$ cat config.mk
export PLATFORM = sky130hd
export DESIGN_NAME = adc_serial_capture
export DESIGN_NICKNAME = d
export VERILOG_FILES = /design/src/rtl/adc_serial_capture.sv
export SDC_FILE = /design/constraint.sdc
export NUM_CORES = 1
export LEC_CHECK = 0
export CAP_MARGIN = 10
export CORE_MARGIN = 5
export CORE_UTILIZATION = 45
export CTS_CLUSTER_DIAMETER = 120
export DETAILED_ROUTE_END_ITERATION = 12
export PLACE_DENSITY = 0.66
export SETUP_SLACK_MARGIN = 0.1
export SYNTH_ARGS = -nofsm -noshare
export SYNTH_HDL_FRONTEND = slang
export SYNTH_SLANG_ARGS = --single-unit
$ cat constraint.sdc
create_clock -name clk_100 -period 4.7 [get_ports clk_100]
set_input_delay 1.175 -clock clk_100 [delete_from_list [all_inputs] [get_ports clk_100]]
set_output_delay 1.175 -clock clk_100 [all_outputs]
set_load 0.02 [all_outputs]
$ cat src/rtl/adc_serial_capture.sv
// adc_serial_capture: reads one conversion from N_CH serial ADCs
// per strobe and emits one stream beat per channel.
module adc_serial_capture #(
  parameter int N_CH      = 8,
  parameter int DATA_BITS = 18,
  parameter int CONV_WAIT = 4,
  parameter int SCLK_HALF = 1
) (
  input  logic                 clk_100,
  input  logic                 rst,
  input  logic                 acq_en,
  input  logic                 adc_start_conv_n,
  input  logic [N_CH-1:0]      adc_sdata,
  output logic                 adc_sclk,
  output logic [DATA_BITS-1:0] m_tdata,
  output logic [3:0]           m_tuser,
  output logic                 m_tlast,
  output logic                 m_tvalid,
  input  logic                 m_tready,
  output logic [31:0]          frame_cnt,
  output logic [15:0]          overrun_cnt,
  output logic                 overrun
);

  localparam int WW = (CONV_WAIT > 1) ? $clog2(CONV_WAIT) : 1;
  localparam int HW = (SCLK_HALF > 1) ? $clog2(SCLK_HALF) : 1;
  localparam int BW = $clog2(DATA_BITS);

  typedef enum logic [1:0] {
    S_IDLE,
    S_WAIT,
    S_SHIFT,
    S_EMIT
  } state_t;

  state_t state_q;
  state_t state_d;

  logic          start_q;
  logic [WW-1:0] wait_q;
  logic [HW-1:0] half_q;
  logic [BW-1:0] bit_q;
  logic          sclk_q;
  logic [3:0]    ch_q;
  logic          valid_q;
  logic [31:0]   frame_q;
  logic [15:0]   ovr_q;
  logic          ovr_flag_q;
  logic [15:0]   lane;

  logic [15:0][DATA_BITS-1:0] shreg;

  logic trig;
  logic wait_done;
  logic half_done;
  logic bit_done;
  logic sample;
  logic beat;
  logic last_ch;
  logic fin;

  assign lane      = 16'(adc_sdata);
  assign trig      = adc_start_conv_n & ~start_q;
  assign wait_done = (wait_q == WW'(CONV_WAIT - 1));
  assign half_done = (half_q == HW'(SCLK_HALF - 1));
  assign bit_done  = (bit_q == BW'(DATA_BITS - 1));
  assign sample    = (state_q == S_SHIFT) & half_done & sclk_q;
  assign beat      = valid_q & m_tready;
  assign last_ch   = (ch_q == 4'(N_CH - 1));
  assign fin       = beat & last_ch;

  // Next-state decode of the readout sequence.
  always_comb begin
    state_d = state_q;
    unique case (state_q)
      S_IDLE:  if (trig && acq_en) state_d = S_WAIT;
      S_WAIT:  if (wait_done) state_d = S_SHIFT;
      S_SHIFT: if (sample && bit_done) state_d = S_EMIT;
      S_EMIT:  if (fin) state_d = S_IDLE;
      default: state_d = S_IDLE;
    endcase
  end

  // State register.
  always_ff @(posedge clk_100) begin
    if (rst) state_q <= S_IDLE;
    else     state_q <= state_d;
  end

  // Strobe edge detect; idles high so reset never fakes a release.
  always_ff @(posedge clk_100) begin
    if (rst) start_q <= 1'b1;
    else     start_q <= adc_start_conv_n;
  end

  // Conversion wait timer and serial clock / bit counters.
  always_ff @(posedge clk_100) begin
    if (rst) begin
      wait_q <= '0;
      half_q <= '0;
      bit_q  <= '0;
      sclk_q <= 1'b0;
    end else begin
      if (state_q != S_WAIT)
        wait_q <= '0;
      else if (!wait_done)
        wait_q <= wait_q + 1'b1;
      if (state_q == S_SHIFT) begin
        if (half_done) begin
          half_q <= '0;
          sclk_q <= ~sclk_q;
          if (sclk_q) bit_q <= bit_q + 1'b1;
        end else begin
          half_q <= half_q + 1'b1;
        end
      end else begin
        half_q <= '0;
        bit_q  <= '0;
        sclk_q <= 1'b0;
      end
    end
  end

  // Per-lane deserialisers, MSB first, sampled at end of sclk high.
  always_ff @(posedge clk_100) begin
    if (rst) begin
      shreg <= '0;
    end else if (sample) begin
      for (int i = 0; i < 16; i++) begin
        if (i < N_CH)
          shreg[i] <= {shreg[i][DATA_BITS-2:0], lane[i]};
      end
    end
  end

  // Beat sequencing: channel index advances only on handshake.
  always_ff @(posedge clk_100) begin
    if (rst) begin
      valid_q <= 1'b0;
      ch_q    <= '0;
    end else if (sample && bit_done) begin
      valid_q <= 1'b1;
      ch_q    <= '0;
    end else if (fin) begin
      valid_q <= 1'b0;
      ch_q    <= '0;
    end else if (beat) begin
      ch_q <= ch_q + 1'b1;
    end
  end

  // Frame and overrun status counters.
  always_ff @(posedge clk_100) begin
    if (rst) begin
      frame_q    <= '0;
      ovr_q      <= '0;
      ovr_flag_q <= 1'b0;
    end else begin
      if (fin) frame_q <= frame_q + 1'b1;
      if (trig && state_q == S_EMIT) begin
        ovr_flag_q <= 1'b1;
        if (ovr_q != 16'hFFFF) ovr_q <= ovr_q + 1'b1;
      end
    end
  end

  assign adc_sclk    = sclk_q;
  assign m_tvalid    = valid_q;
  assign m_tuser     = ch_q;
  assign m_tlast     = valid_q & last_ch;
  assign m_tdata     = shreg[ch_q];
  assign frame_cnt   = frame_q;
  assign overrun_cnt = ovr_q;
  assign overrun     = ovr_flag_q;

endmodule
==> results_dict.tcl, run 1 <==
set metrics [dict create \
    timing.final.crit_share_pct 86.58 \
    place_congestion 0.7963 \
    hp-class "reg2reg" \
    p_clk_share_pct 51.6 \
    ys_ff_latch 210 \
    numCtsBuffers 23 \
    ant_nets 0 \
    drive_gt1_share_pct 9.790 \
    cp_slowest_stage_delay_ns 0.83 \
    die_h_um 153.6 \
    numPortBuffers 86 \
    startpoint_type "flop" \
    die_w_um 153.6 \
    relSlewSlack_pct 26.89 \
    netlist_top_cells_area "dfxtp_1 (45%), nand2_1 (13%), a21oi_1 (9.0%)" \
    setup_viol 0 \
    worstRegToRegCells 5 \
    insertion_delay_ns 0.50 \
    htreeDepth 1 \
    cts_sinks 210 \
    first_pass_iters 5 \
    seq_area_frac_synth_pct 45.31 \
    rsz0062_at_grt "false" \
    yosysTopAreaCellShare_pct 45.31 \
    drv_slew 0 \
    nets 1152 \
    final_cell_mix "nand2_1 (315), dfxtp_1 (208), a21oi_1 (166)" \
    fin_skew_ns 0.008870 \
    grt_pass1_vias 7236 \
    routedWlPerCell_um 16.21 \
    cp_max_fo 27 \
    drt_iter0_drc 592 \
    cpMaxStageDelayCell "dfxtp_2" \
    min_from "shreg[71]" \
    cp.arrival_ns 2.89 \
    path_buf_inv 2 \
    syn_avg_cell_area_sq_um 8.559 \
    r2r-start "m_tuser[1]" \
    dp_hpwl_um 14820 \
    core_sq_mm 0.02030 \
    ir_worst_vdd_v 0.0002912 \
    crit_type "reg2out" \
    die-area_sq_mm 0.02359 \
    vias_per_cell 5.564 \
    p_seq_share_pct 45.9 \
    track_usage_pct 18.78 \
    area_delta_synth_final_pct 19.80 \
    rows 52 \
    whs_path_depth 2 \
    path_cells "buf_4 > mux4_2 > mux2i_1 > nor2_1 > clkdlybuf4s50_1" \
    diodes 0 \
    ys_types 51 \
    layout_commonest_cell "nand2_1" \
    powerDensity_mw_per_mm2 351.9 \
    switching_power_w 0.0008003 \
    io_pins 87 \
    finalHoldViolations 0 \
    post-cts-setup-buffer-count 0 \
    grt_max_degree 88 \
    critical_path.top_delay_family "buffers and inverters" \
    max_cap_viol_count 0 \
    synth_cells 1084 \
    fillerInstances 1904 \
    setup_tns_ns 0 \
    grt_pass1_wl_um 37890 \
    layout_min_cycle_time_ns 4.069 \
    worst_pin_slew_ns 1.095 \
    synth-edff-count 0 \
    p_leak_nw 3.548 \
    timing.rr.end "frame_cnt[31]" \
    required_ns 3.52 \
    combPwrFrac_pct 2.5 \
    synth_nets 1108 \
    ys_warn_count 0 \
    min_to "shreg[71]" \
    async_flop_share_pct 0 \
    clockBufferDepth 3 \
    synthFlopType "dfxtp_1" \
    finalPower_w 0.003912 \
    clk_pin_slew_worst_paths_ns 0.06 \
    routed_wl_um 22920 \
    p_int_w 0.003111 \
    switching_share_pct 20.46 \
    end_kind "output port" \
    antenna_found_initial 0 \
    clk_root_buffer_cell "clkbuf_16" \
    drc 0 \
    yosysTopAreaCell "dfxtp_1" \
    overflow 0 \
    r2r_setup_slack_ns 1.63 \
    num_vias 7867 \
    post_cts_resized 0 \
    cts_tree "done" \
    status "complete, no violations" \
    max_freq_mhz 245.7 \
    hold_buffers 0 \
    start_util_pct 45.70 \
    syn_area_sq_mm 0.009278 \
]
-- tightest hold or removal path: cells and delay by family (launching register included) --
family / cells / cell delay, ns
AOI/OAI and AO/OA: 1 / 0.05
DFF: 1 / 0.31
and+or+nand+nor: 1 / 0.05
-- kinds of logic (layout without fill, tap and decap cells) --
| family | count (synthesis) | after routing | synth area share, % |
|---|---|---|---|
| and+or+nand+nor | 479 | 479 | 22.90 |
| AOI/OAI and AO/OA | 213 | 213 | 13.05 |
| DFF | 210 | 210 | 45.31 |
| buffers and inverters | 90 | 150 | 3.817 |
| muxes | 65 | 65 | 11.98 |
| xor gates and xnor gates | 15 | 15 | 1.416 |
| adders and majority gates | 11 | 11 | 1.483 |
| other | 1 | 1 | 0.04042 |
-- flip-flops by register name (all words and copies together), names as in the netlist, 2 cells and up --
signal       cells
bit_q            5
shreg          144
wait_q           2
overrun_cnt     16
state_q          2
frame_cnt       32
m_tuser          4
-- layout make-up --
type                    instances  area (sq um)  share of cell area, %
multi-input cells             784          4731                  42.56
flip-flops and latches        210          4207                  37.85
clock buffers                  28         634.4                  5.708
repair buffers                 95         929.6                  8.364
well taps                     270         337.8                  3.040
clock inverters                13         222.7                  2.004
inverters                      14         52.55                 0.4728
-- Yosys cell counts (6+ instances only) --
master	instances
nand3_1	15
o41ai_1	11
dfxtp_1	210
mux2i_1	21
buf_2	7
nor2_1	51
ha_1	11
o21ai_0	7
buf_1	7
nor2b_1	8
clkbuf_1	61
or3_1	8
o311ai_1	6
xor2_1	10
a21oi_1	166
nand4_1	18
mux4_2	36
nand2_1	316
nor3_1	11
inv_1	14
o31ai_1	8
or4_1	9
or2_2	11
-- worst max-delay path by stage --
stage | startpoint | to | slack (ns) | depth (start not counted)
6_report | m_tuser[1] | m_tdata[1] | 0.63 | 5
4_1_cts | m_tuser[1] | m_tdata[1] | 0.60 | 5
5_1_grt | m_tuser[1] | m_tdata[1] | 0.50 | 5
3_5_place_dp | m_tuser[1] | m_tdata[2] | 1.16 | 5
3_3_place_gp | m_tuser[1] | m_tdata[2] | 1.20 | 5
2_1_floorplan | m_tuser[0] | m_tdata[6] | 1.62 | 5
-- metrics by stage --
stage / std cells / util, % / cell area, sq um / worst slack (ns) / hold WS (ns)
floorplan: 1084 / - / 9278 / 1.621 / 0.4331
global placement: 1373 / 50.53 / 10260 / 1.203 / 0.4400
detailed placement: 1373 / 50.53 / 10260 / 1.163 / 0.4462
CTS: 1414 / 54.75 / 11110 / 0.5973 / 0.4547
global route: 1414 / 54.75 / 11110 / 0.4951 / 0.4766
finish: 1414 / 54.75 / 11110 / 0.6306 / 0.4539
-- power by group through the flow --
stage	Sequential, W	Combinational [W]	Clock (W)
final	0.00180	0.0000961	0.00202
after global routing	0.00180	0.000107	0.00215
after CTS	0.00180	0.0000965	0.00206
after detailed placement	0.00183	0.0000965	0
after global placement	0.00183	0.0000944	0
after floorplan	0.00183	0.0000662	0
-- layer usage --
metal / vias up / routed length (um) / global-route usage, %
li1: 3856 / - / -
met1: 3795 / 10480 / 26.23
met2: 189 / 10970 / 31.00
met3: 27 / 1104 / 2.979
met4: 0 / 360 / 4.037
met5: - / 0 / 0
No activity file was read; power rests on OpenSTA's default activity.
==> run 2, diff against run 1 <==
PLACE_DENSITY = 0.69   (was 0.66)
clock period = 3.3 ns   (was 4.7 ns; I/O delays follow)
==> run 2 against run 1 <==
Total power rose by 32%. Sequential share of layout area fell by 0.067 points. Via count fell by 0.64%. Utilization rose by 0.13 points. First-iteration DRC count fell by 33%. Worst hold slack improved by 0.00090 ns. Non-clock buffer count rose by 15. Wire length fell by 4.4%. Cell count rose by 1.1%. Clock-buffer cell count rose by 8. Sequential power rose by 42%. Die area did not move. Critical path type unchanged. Critical endpoint is now m_tdata[16]. Largest cell class unchanged. Highest routed layer unchanged.
==> results_dict.tcl, run 2 (synthesized netlist as in run 1, its figures left out) <==
set metrics [dict create \
    status "complete, no violations" \
    ir_worst_vdd_v 0.0003369 \
    worst_hold_slack_ns 0.4548 \
    hold_buffers 0 \
    cp.arrival_ns 2.30 \
    htreeDepth 1 \
    grt_max_degree 145 \
    hp-class "reg2reg" \
    stdcell_area_sq_mm 0.01114 \
    crit_type "reg2out" \
    p_leak_nw 3.666 \
    cts_tree "done" \
    io_pins 87 \
    final_cell_mix "nand2_1 (315), dfxtp_1 (208), a21oi_1 (166)" \
    critPathCapture "m_tdata[16]" \
    drc 0 \
    numPortBuffers 86 \
    multi_input_area_sq_mm 0.004742 \
    clockBufferDepth 3 \
    startpoint_type "flop" \
    routedWlPerCell_um 15.33 \
    relSlewSlack_pct 53.92 \
    cts_sinks 210 \
    track_usage_pct 17.98 \
    fillerInstances 1918 \
    rows 52 \
    numCtsBuffers 23 \
    worstRegToRegCells 6 \
    num_vias 7817 \
    die-area_sq_mm 0.02359 \
    r2r-start "m_tuser[0]" \
    layout_commonest_cell "nand2_1" \
    placed_area_sq_mm 0.01038 \
    crit_start "m_tuser[0]" \
    place_congestion 0.8270 \
    finalHoldViolations 0 \
    regMostFlops "shreg" \
    start_util_pct 45.70 \
    antenna_found_initial 0 \
    required_ns 2.47 \
    rsz0062_at_grt "true" \
    vias_per_cell 5.470 \
    ant_nets 0 \
    drv_slew 0 \
    setup_ws_ns 0.1741 \
    worst_pin_slew_ns 0.6860 \
    insertion_delay_ns 0.51 \
    max_cap_viol_count 0 \
    dp_hpwl_um 14220 \
    powerDensity_mw_per_mm2 461.8 \
    routed_wl_um 21900 \
    die_h_um 153.6 \
    r2r_setup_slack_ns 0.70 \
    overflow 0 \
    die_w_um 153.6 \
    nets 1167 \
    layout_min_cycle_time_ns 3.126 \
    setup_tns_ns 0 \
    setup_viol 0 \
    max_freq_mhz 319.9 \
    first_pass_iters 5 \
    timing.rr.end "frame_cnt[31]" \
    clk_pin_slew_worst_paths_ns 0.06 \
    timing.final.crit_share_pct 94.73 \
    fin_skew_ns 0.01503 \
    drive_gt1_share_pct 10.53 \
    clk_root_buffer_cell "clkbuf_16" \
    core_sq_mm 0.02030 \
    cp_max_fo 27 \
    register_area_sq_mm 0.004209 \
    diodes 0 \
    grt_pass1_vias 7209 \
    area_delta_synth_final_pct 20.08 \
    largest_register_ffs 144 \
    grt_pass1_wl_um 36760 \
    place_ws_ns 0.3675 \
    drt_iter0_drc 397 \
    end_kind "output port" \
]
[run 2: changes by cell type in the layout (fill, tap and decap cells not counted), moves of 3 or more]
cell	delta
buf_4	+9
clkbuf_1	+8
bufinv_16	-5
dlygate4sd2_1	+18
clkdlybuf4s50_1	-18
mux2i_1	-3
mux2i_2	+3
buf_12	+4
clkinvlp_4	-3
[run 2: timing repair]
| item | CTS | global route |
|---|---|---|
| buffers inserted | 0 | 4 |
| gates resized for setup | 24 | 1 |
| endpoints found under the setup margin | 19 | 5 |
| hold endpoints to repair | 0 | 0 |
[run 2: power by group]
group | leakage (nW) | internal [W] | switching (W) | total (W)
clock | 0.353 | 0.00146 | 0.000994 | 0.00245
sequential | 1.69 | 0.00255 | 0.00000981 | 0.00256
combinational | 1.62 | 0.0000517 | 0.0000866 | 0.000138
[run 2: cell type report]
cell class	count	share of cell area, %
clock inverter	5	0.4829
clock buffer	36	5.964
multi-input combinational	784	42.57
sequential	210	37.78
inverter	14	0.4717
tap	270	3.032
timing repair buffer	110	9.704
[run 2: layer usage]
| metal | up-vias | wire length, um | GRT usage (%) |
|---|---|---|---|
| met5 | - | 0 | 0 |
| met1 | 3711 | 9926 | 24.80 |
| li1 | 3909 | - | - |
| met3 | 32 | 1028 | 3.064 |
| met4 | 0 | 530 | 5.172 |
| met2 | 165 | 10420 | 29.22 |
[run 2: stage by stage]
step | util, % | power (W) | std cells
after floorplan | - | 0.002706 | 1084
after global placement | 51.12 | 0.002748 | 1384
after detailed placement | 51.12 | 0.002752 | 1384
after CTS | 54.65 | 0.005200 | 1425
after global routing | 54.88 | 0.005322 | 1429
final | 54.88 | 0.005145 | 1429
[run 2: critical path: stages (launching register included)]
cell	delay, ns
dfxtp_2	0.37
buf_12	0.22
mux4_2	0.54
mux2i_2	0.25
nor2_1	0.07
dlygate4sd2_1	0.34
[run 2: worst min path at each step]
stage | start | endpoint | slack [ns] | cells past startpoint
5_1_grt | shreg[135] | shreg[135] | 0.48 | 2
3_3_place_gp | shreg[17] | shreg[17] | 0.44 | 2
2_1_floorplan | shreg[125] | shreg[125] | 0.43 | 2
6_report | shreg[125] | shreg[125] | 0.45 | 2
4_1_cts | shreg[71] | shreg[71] | 0.46 | 2
3_5_place_dp | shreg[71] | shreg[71] | 0.45 | 2
